===== config.mk =====
export PLATFORM = sky130hd
export DESIGN_NAME = rib_arbiter
export DESIGN_NICKNAME = d
export VERILOG_FILES = /design/src/rtl/rib_arbiter_pkg.sv /design/src/rtl/rib_rr_pick.sv /design/src/rtl/rib_arbiter.sv
export SDC_FILE = /design/constraint.sdc
export NUM_CORES = 1
export LEC_CHECK = 0
export ABC_AREA = 1
export BUFFER_PORTS_ARGS = -buffer_cell sky130_fd_sc_hd__clkbuf_2
export CAP_MARGIN = 0
export CORE_MARGIN = 8
export CORE_UTILIZATION = 60
export DETAILED_ROUTE_END_ITERATION = 8
export HOLD_SLACK_MARGIN = 0.1
export MAX_ROUTING_LAYER = met4
export PLACE_DENSITY = 0.85
export SLEW_MARGIN = 40
export SYNTH_ARGS = -nofsm -noshare
export SYNTH_HDL_FRONTEND = slang
export SYNTH_SLANG_ARGS = --single-unit

===== constraint.sdc =====
create_clock -name clk -period 3.4 [get_ports clk]
set_input_delay 0.17 -clock clk [delete_from_list [all_inputs] [get_ports clk]]
set_output_delay 0.17 -clock clk [all_outputs]
set_load 0.1 [all_outputs]

===== src/rtl/rib_arbiter_pkg.sv =====
// Shared types and constants for the RIB sequencing arbiter.
package rib_arbiter_pkg;

  // Transaction sequencer states, 2-bit encoded.
  typedef enum logic [1:0] {
    ST_IDLE = 2'd0,
    ST_REQ  = 2'd1,
    ST_RSP  = 2'd2,
    ST_ERR  = 2'd3
  } state_e;

  // Response watchdog counter width and master index width.
  localparam int CNT_W = 8;
  localparam int IDX_W = 2;

  // Saturating increment so the watchdog counter can never wrap back to 0.
  function automatic logic [CNT_W-1:0] sat_inc(input logic [CNT_W-1:0] v);
    return (v == {CNT_W{1'b1}}) ? v : v + {{(CNT_W-1){1'b0}}, 1'b1};
  endfunction

endpackage


===== src/rtl/rib_rr_pick.sv =====
// Combinational winner picker: high-priority masters first (lowest index),
// otherwise round-robin search starting at rr_ptr_i.
module rib_rr_pick
  import rib_arbiter_pkg::*;
#(
  parameter int         MASTER_NUM   = 4,
  parameter logic [3:0] HI_PRIO_MASK = 4'b0100
) (
  input  logic [MASTER_NUM-1:0] req_i,
  input  logic [IDX_W-1:0]      rr_ptr_i,
  output logic [MASTER_NUM-1:0] gnt_o,
  output logic [IDX_W-1:0]      idx_o,
  output logic                  any_o
);

  logic [MASTER_NUM-1:0] hi_req;
  logic                  found;
  int                    pos;
  logic [IDX_W-1:0]      pos_idx;

  assign hi_req = req_i & HI_PRIO_MASK[MASTER_NUM-1:0];
  assign any_o  = |req_i;

  // Priority override first, then a rotating scan from rr_ptr_i.
  always_comb begin
    gnt_o   = '0;
    idx_o   = '0;
    found   = 1'b0;
    pos     = 0;
    pos_idx = '0;
    if (|hi_req) begin
      for (int i = 0; i < MASTER_NUM; i++) begin
        if (hi_req[i] && !found) begin
          found    = 1'b1;
          gnt_o[i] = 1'b1;
          idx_o    = IDX_W'(i);
        end
      end
    end else begin
      for (int k = 0; k < MASTER_NUM; k++) begin
        pos = int'(rr_ptr_i) + k;
        if (pos >= MASTER_NUM) begin
          pos = pos - MASTER_NUM;
        end
        pos_idx = pos[IDX_W-1:0];
        if (req_i[pos_idx] && !found) begin
          found          = 1'b1;
          gnt_o[pos_idx] = 1'b1;
          idx_o          = pos_idx;
        end
      end
    end
  end

endmodule


===== src/rtl/rib_arbiter.sv =====
// RIB sequencing arbiter: shares one slave request/response channel among
// up to four masters, holding the grant for a full request+response
// transaction, with a response watchdog that turns a hung slave into an
// error response.
module rib_arbiter
  import rib_arbiter_pkg::*;
#(
  parameter int         MASTER_NUM   = 4,
  parameter logic [3:0] HI_PRIO_MASK = 4'b0100,
  parameter logic [7:0] TIMEOUT      = 8'd255
) (
  input  logic                  clk,
  input  logic                  rst,
  input  logic [MASTER_NUM-1:0] m_req_vld_i,
  output logic [MASTER_NUM-1:0] m_req_rdy_o,
  output logic [MASTER_NUM-1:0] m_rsp_vld_o,
  input  logic [MASTER_NUM-1:0] m_rsp_rdy_i,
  output logic                  s_req_vld_o,
  input  logic                  s_req_rdy_i,
  input  logic                  s_rsp_vld_i,
  output logic                  s_rsp_rdy_o,
  output logic [MASTER_NUM-1:0] grant_o,
  output logic [IDX_W-1:0]      grant_idx_o,
  output logic                  err_rsp_o,
  output logic                  bus_err_o,
  output logic [IDX_W-1:0]      err_master_o,
  output logic                  busy_o
);

  state_e                state_q, state_d;
  logic [MASTER_NUM-1:0] grant_q, grant_d;
  logic [IDX_W-1:0]      gidx_q, gidx_d;
  logic [IDX_W-1:0]      rr_ptr_q, rr_ptr_d;
  logic [CNT_W-1:0]      cnt_q, cnt_d;
  logic [IDX_W-1:0]      err_master_q, err_master_d;
  logic                  bus_err_q, bus_err_d;

  logic [MASTER_NUM-1:0] pick_gnt;
  logic [IDX_W-1:0]      pick_idx;
  logic                  pick_any;
  logic [IDX_W-1:0]      rr_next;

  logic                  g_req_vld;
  logic                  g_rsp_rdy;
  logic [CNT_W-1:0]      cnt_inc;
  logic                  wd_fire;

  rib_rr_pick #(
    .MASTER_NUM   (MASTER_NUM),
    .HI_PRIO_MASK (HI_PRIO_MASK)
  ) u_pick (
    .req_i    (m_req_vld_i),
    .rr_ptr_i (rr_ptr_q),
    .gnt_o    (pick_gnt),
    .idx_o    (pick_idx),
    .any_o    (pick_any)
  );

  // Pointer moves to the master after the winner, wrapping at MASTER_NUM.
  assign rr_next = (pick_idx == IDX_W'(MASTER_NUM - 1)) ? '0 : pick_idx + 1'b1;

  // Granted master's own handshake lines.
  assign g_req_vld = m_req_vld_i[gidx_q];
  assign g_rsp_rdy = m_rsp_rdy_i[gidx_q];

  // Watchdog only fires on a silent slave; a valid response in the limit
  // cycle always takes precedence over the error.
  assign cnt_inc = sat_inc(cnt_q);
  assign wd_fire = (TIMEOUT != 8'd0) && !s_rsp_vld_i && (cnt_inc >= TIMEOUT);

  assign grant_o      = grant_q;
  assign grant_idx_o  = gidx_q;
  assign err_master_o = err_master_q;
  assign bus_err_o    = bus_err_q;
  assign busy_o       = (state_q != ST_IDLE);

  // State and bookkeeping registers with synchronous reset.
  always_ff @(posedge clk) begin
    if (rst) begin
      state_q      <= ST_IDLE;
      grant_q      <= '0;
      gidx_q       <= '0;
      rr_ptr_q     <= '0;
      cnt_q        <= '0;
      err_master_q <= '0;
      bus_err_q    <= 1'b0;
    end else begin
      state_q      <= state_d;
      grant_q      <= grant_d;
      gidx_q       <= gidx_d;
      rr_ptr_q     <= rr_ptr_d;
      cnt_q        <= cnt_d;
      err_master_q <= err_master_d;
      bus_err_q    <= bus_err_d;
    end
  end

  // Next-state logic and the combinational handshake pass-throughs.
  always_comb begin
    state_d      = state_q;
    grant_d      = grant_q;
    gidx_d       = gidx_q;
    rr_ptr_d     = rr_ptr_q;
    cnt_d        = cnt_q;
    err_master_d = err_master_q;
    bus_err_d    = 1'b0;
    m_req_rdy_o  = '0;
    m_rsp_vld_o  = '0;
    s_req_vld_o  = 1'b0;
    s_rsp_rdy_o  = 1'b0;
    err_rsp_o    = 1'b0;

    case (state_q)
      ST_IDLE: begin
        if (pick_any) begin
          grant_d  = pick_gnt;
          gidx_d   = pick_idx;
          rr_ptr_d = rr_next;
          state_d  = ST_REQ;
        end
      end

      ST_REQ: begin
        s_req_vld_o = g_req_vld;
        m_req_rdy_o = grant_q & {MASTER_NUM{s_req_rdy_i}};
        if (g_req_vld && s_req_rdy_i) begin
          cnt_d   = '0;
          state_d = ST_RSP;
        end else if (!g_req_vld) begin
          grant_d = '0;
          gidx_d  = '0;
          state_d = ST_IDLE;
        end
      end

      ST_RSP: begin
        m_rsp_vld_o = grant_q & {MASTER_NUM{s_rsp_vld_i}};
        s_rsp_rdy_o = g_rsp_rdy;
        if (s_rsp_vld_i && g_rsp_rdy) begin
          grant_d = '0;
          gidx_d  = '0;
          state_d = ST_IDLE;
        end else begin
          cnt_d = cnt_inc;
          if (wd_fire) begin
            bus_err_d    = 1'b1;
            err_master_d = gidx_q;
            state_d      = ST_ERR;
          end
        end
      end

      ST_ERR: begin
        // Synthesised error response; any late slave response is drained.
        m_rsp_vld_o = grant_q;
        err_rsp_o   = 1'b1;
        s_rsp_rdy_o = 1'b1;
        if (g_rsp_rdy) begin
          grant_d = '0;
          gidx_d  = '0;
          state_d = ST_IDLE;
        end
      end

      default: begin
        grant_d = '0;
        gidx_d  = '0;
        state_d = ST_IDLE;
      end
    endcase
  end

endmodule


# Word-level counts from Yosys, hierarchy flattened
# Index checks and enable logic that the tools add are counted.
# word_totals
regBits	21
latchBits	0
mem_bits_rw	0
rom_bits	0
in_bits	12
out_inout_bits	21
wordCells	155
n_memories	0
# classes
addsub	9
multipliers	0
n_div	0
magnitude_cmp	14
eq_ne	14
shift	0
muxes	78
bitwise_logic	7
n_reduce_logical	26
# ops
operator	n
$mux W4	14
$mux W2	24
$mux W8	3
$mux W1	21
$pmux W2 S4	2
$pmux W4 S4	1
$pmux W8 S2	1
$lt A2 B3 Y1 const B	5
$ne A2 B2 Y1 const B	7
$bmux W1 S2	6
$or A4 B4 Y4	3
$logic_and A1 B1 Y1	11
$ge A3 B3 Y1 const B	3
$add A8 B1 Y8 const B	1
$and A4 B4 Y4	2
$demux W1 S2	4
$eq A8 B8 Y1 const B	1
$ge A2 B1 Y1 const B	4
$ge A8 B8 Y1 const B	1
$pmux W4 S2	1
$sub A2 B1 Y2 const B	4
$add A2 B2 Y3 const B	2
$eq A2 B2 Y1 const B	3
$ne A3 B3 Y1 const B	2
15 further kinds	22

# Longest topological paths before layout
# logic_depth
ltp_word	21
mapped_depth	16

# Cells and area by module
# From an unflattened synthesis, not the netlist that was laid out.
# unflattened
cells_unflattened	284
area_unflattened_um2	1794.2
# modules_own_cells
module	instances	cells_each	area_per_inst_um2	seq_area_each_um2
rib_arbiter	1	200	1280.0	420.4
rib_rr_pick	1	84	514.2	0.0

# Worst setup path before layout
# OpenSTA, ideal clock, no wires.
# synth_path
kind	reg2out
startpoint	reg gidx_q[0], in the netlist grant_idx_o[0]
endpoint	out s_rsp_rdy_o
t_arrival_ps	3610
setup_slack_ps	-380
stages_incl_launch_ff	6
path_buffers	1
path_cell_list	dfxtp_1 -> buf_2 -> nand2_1 -> nand3_1 -> nand2_1 -> o21ai_0
# synth_via
elab_chain_cells	3
# synth_rtl
element	line	text
from (decl)	rib_arbiter.sv:32	logic [IDX_W-1:0] gidx_q, gidx_d;
from (signal assigned)	rib_arbiter.sv:90	gidx_q <= gidx_d;
$bmux W1 S2	rib_arbiter.sv:64	assign g_rsp_rdy = m_rsp_rdy_i[gidx_q];
$mux W1 (not written as such)	rib_arbiter.sv:64	
$pmux W1 S2	rib_arbiter.sv:113	case (state_q)
to (decl)	rib_arbiter.sv:21	output logic s_rsp_rdy_o,
# Every way passes these cells. The select of a mux whose other input is x is not followed.

# Final worst setup path
# layout_path
startpoint	reg rr_ptr_q[0]
endpoint	reg gidx_q[0], in the netlist grant_idx_o[0]
# layout_via
elab_chain_cells	21
elab_cells_between_ends	46
classes_between	add/sub (7); order compare (4); mux (29); reduce/logical (6)
# layout_rtl
element	line	text
from (decl)	rib_arbiter.sv:33	logic [IDX_W-1:0] rr_ptr_q, rr_ptr_d;
from (signal assigned)	rib_arbiter.sv:91	rr_ptr_q <= rr_ptr_d;
$ge A2 B3 Y1 / $sub A2 B1 Y2 (equally long branches)	rib_rr_pick.sv:42, rib_rr_pick.sv:43	
$mux W2	rib_rr_pick.sv:42	if (pos >= MASTER_NUM) begin
$mux W2	rib_rr_pick.sv:31	if (|hi_req) begin
$bmux W1 S2	rib_rr_pick.sv:46	if (req_i[pos_idx] && !found) begin
$mux W1 (not written as such)	rib_rr_pick.sv:46	
$mux W1	rib_rr_pick.sv:46	
$mux W1	rib_rr_pick.sv:31	
$logic_not A1 Y1	rib_rr_pick.sv:46	
(+5 left out)	-	
$mux W1	rib_rr_pick.sv:46	
$mux W1	rib_rr_pick.sv:31	
$logic_not A1 Y1	rib_rr_pick.sv:46	
$logic_and A1 B1 Y1	rib_rr_pick.sv:46	
$mux W2 *	rib_rr_pick.sv:46	
$mux W2 *	rib_rr_pick.sv:31	
$mux W2 *	rib_arbiter.sv:115	if (pick_any) begin
$pmux W2 S4 *	rib_arbiter.sv:113	
# Every way passes the cells marked *; elsewhere a longest branch is shown, timed or not. The select of a mux whose other input is x is not followed.
# A chain may end at the register's enable or synchronous reset.

==> flow_metrics.env <==
export IMPL_area_growth_pct=10.66
export IMPL_tightest_slew_ns=0.6179
export IMPL_dr_total_vias=1869
export IMPL_grt_ovfl_total=0
export IMPL_multi_input_area_mm2=0.001171
export IMPL_final_area_mm2=0.001962
export IMPL_cts_htree_levels=1
export IMPL_hpwl_mm=3.461
export IMPL_place_area_mm2=0.001934
export IMPL_n_antenna_cell=0
export IMPL_switching_share_pct=62.88
export IMPL_netlist_instances=285
export IMPL_yosys_warnings=0
export IMPL_clkSinkCount=21
export IMPL_final_cell_mix="86 x nand2_1, 32 x inv_1, 32 x clkbuf_2, 24 x nand3_1, 21 x dfxtp_1"
export IMPL_syn_area_mm2=0.001773
export IMPL_antenna_found_initial=0
export IMPL_postSynthAreaPerCell_um2=6.221
export IMPL_grt_pass1_vias=1689
export IMPL_grt_usage_pct=18.15
export IMPL_outcome="finished clean"
export IMPL_pwr_share_comb_pct=69.3
export IMPL_grt_busiest_layer="met2"
export IMPL_route_detailed_drc=0
export IMPL_skew_ns=0.01555
export IMPL_crit_fanout=13
export IMPL_drive_gt1_share_pct=22.54
export IMPL_layout_commonest_cell="nand2_1"
export IMPL_cts_resized=0
export IMPL_layout_min_cycle_time_ns=2.205
export IMPL_place_gp_congestion=0.9091
export IMPL_reg2regPathDepth=12
export IMPL_fillCellCount=257
export IMPL_port_buffers=32
export IMPL_clkPwrFrac_pct=6.6
export IMPL_hold_violations=0
export IMPL_p_seq_share_pct=24.1
export IMPL_setup_violations=0
export IMPL_via_per_inst=5.402
export IMPL_arrival_ns=2.46
export IMPL_met3_usage_pct=4.661
export IMPL_firstDrtPassIters=4
export IMPL_die_area_mm2=0.004951
export IMPL_cts_setup_buffers=0
export IMPL_ioPinCount=33
export IMPL_synth_top_area_cell="dfxtp_1"
export IMPL_grt_pass1_wl_mm=7.479
export IMPL_power_density_mw_per_mm2=978.7
export IMPL_period_share_pct=64.86
export IMPL_met1_usage_pct=23.62
export IMPL_die_w_um=70.36
export IMPL_crit_path_end_kind="flip-flop"
export IMPL_holdWs_ns=0.1756
export IMPL_ir_drop_mv=0.9856
export IMPL_layout_nets=335
export IMPL_regArea_um2=420.4
export IMPL_cts_hold_buf=0
export IMPL_core_mm2=0.002781
export IMPL_drt_wirelength_per_cell_um=12.45
export IMPL_cts_root_buffer="clkbuf_4"
export IMPL_maxSlewViolCount=0
export IMPL_startpoint_type="flip-flop"
export IMPL_cts_buffer_depth=2
export IMPL_fp_dieH_um=70.36
export IMPL_power_internal_mw=0.7128
export IMPL_first_iter_violations=157
export IMPL_syn_nets=304
export IMPL_p_leak_nw=0.9511
export IMPL_cts_buffers=3
export IMPL_clk_latency_ns=0.32
export IMPL_cts_tree="built"
export IMPL_rows=19
export IMPL_grtUsageMet2_pct=26.66
export IMPL_p_switching_mw=1.207
export IMPL_hp_class="input port to flip-flop"
export IMPL_max_freq_ghz=0.4535
export IMPL_rsz0062_at_grt="no"
export IMPL_yosys_area_top_type_share_pct=23.71
export IMPL_ys_seq_elements=21
export IMPL_max_cap_violations=0
export IMPL_path_clk_slew_ns=0.13
export IMPL_crit_type="flip-flop to flip-flop"
export IMPL_grt_max_degree=17
export IMPL_ys_types=30
export IMPL_cp_required_ns=3.65
export IMPL_initial_utilization_pct=63.74
export IMPL_slew_headroom_pct=58.76
export IMPL_hold_path_depth=2
export IMPL_setup_tns_final_ns=0
export IMPL_final_antenna_net_count=0
export IMPL_seq_area_frac_synth_pct=23.71
export IMPL_synthTopCellsByArea="dfxtp_1 24%, nand2_1 18%, nand3_1 6.8%, inv_1 6.8%, a21oi_1 5.6%"
export IMPL_r2r_slack_ns=1.19
export IMPL_routed_wl_mm=4.309
[kinds of logic after synthesis]
family / Yosys count / share of synthesized area, %
xor+xnor: 1 / 0.4941
simple gates: 167 / 45.38
buf+inv: 43 / 10.37
flops: 21 / 23.71
compound gates: 46 / 15.10
fa+ha+maj: 7 / 4.940
[worst paths after layout]
kind / startpoint / to
hold / removal: rst / grant_idx_o[1]$_SDFFE_PP0P_
setup / recovery: rr_ptr_q[0]$_SDFFE_PP0P_ / grant_idx_o[0]$_SDFFE_PP0P_
hold reg to reg: grant_o[3]$_SDFFE_PP0P_ / grant_o[3]$_SDFFE_PP0P_
setup reg to reg: rr_ptr_q[0]$_SDFFE_PP0P_ / grant_idx_o[0]$_SDFFE_PP0P_
[sequential cells by signal, indices dropped and copies added (netlist names)]
name and cells:
state_q 2, rr_ptr_q 2, cnt_q 8, grant_idx_o 2
bus_err_o 1, err_master_o 2, grant_o 4
[synth_stat cells]
library cell,n
a211oi_1,1
a21oi_1,20
a21oi_2,2
buf_2,2
buf_6,2
clkbuf_1,2
dfxtp_1,21
ha_1,7
inv_1,32
inv_2,4
inv_6,1
nand2_1,86
nand2_2,7
nand2_4,6
nand3_1,24
nand3_2,3
nand4_1,6
nor2_1,20
nor2_2,5
nor2_4,4
nor3_1,5
nor4_1,1
o211ai_1,1
o21a_1,2
o21ai_0,14
o21ai_1,3
o21ai_4,1
o21bai_1,1
o21bai_2,1
xnor2_1,1
[through the flow]
step	total power [mW]	util [%]	cells	setup slack, ns
global placement	1.767	69.46	342	1.311
floorplan	1.574	-	285	0.03859
global route	2.079	70.54	346	1.010
detailed placement	1.786	69.55	342	1.229
finish	1.920	70.54	346	1.195
CTS	1.914	70.54	346	1.200
[critical path, stage by stage, from the launching register on]
cell	delay, ns
dfxtp_1	0.66
inv_6	0.11
ha_1	0.39
inv_1	0.09
nand3_1	0.10
nand2_2	0.09
nor2_4	0.16
nor2_1	0.05
nand2_1	0.09
nand2_1	0.06
nor2_2	0.12
nand2_1	0.08
a21oi_2	0.13
[layout make-up]
cell class	count	share of cell area, %
multi-input combinational	221	59.69
tap	31	1.977
clock buffer	3	1.148
inverter	37	7.334
timing repair buffer	32	8.163
sequential	21	21.43
clock inverter	1	0.2551
[metal layers]
metal / vias to the layer above / part of all wire [%]
li1: 981 / -
met1: 815 / 50
met2: 69 / 40
met3: 4 / 8.7
met4: 0 / 0.95
met5: - / 0
[power by group through the flow]
| stage | clock network [mW] | logic (mW) | registers, mW |
|---|---|---|---|
| after detailed placement | 0 | 1.32 | 0.466 |
| after CTS | 0.131 | 1.32 | 0.459 |
| after floorplan | 0 | 0.983 | 0.591 |
| final | 0.127 | 1.33 | 0.463 |
| after global routing | 0.139 | 1.46 | 0.480 |
| after global placement | 0 | 1.31 | 0.459 |
Note: power is estimated with default switching activity, not from simulation.
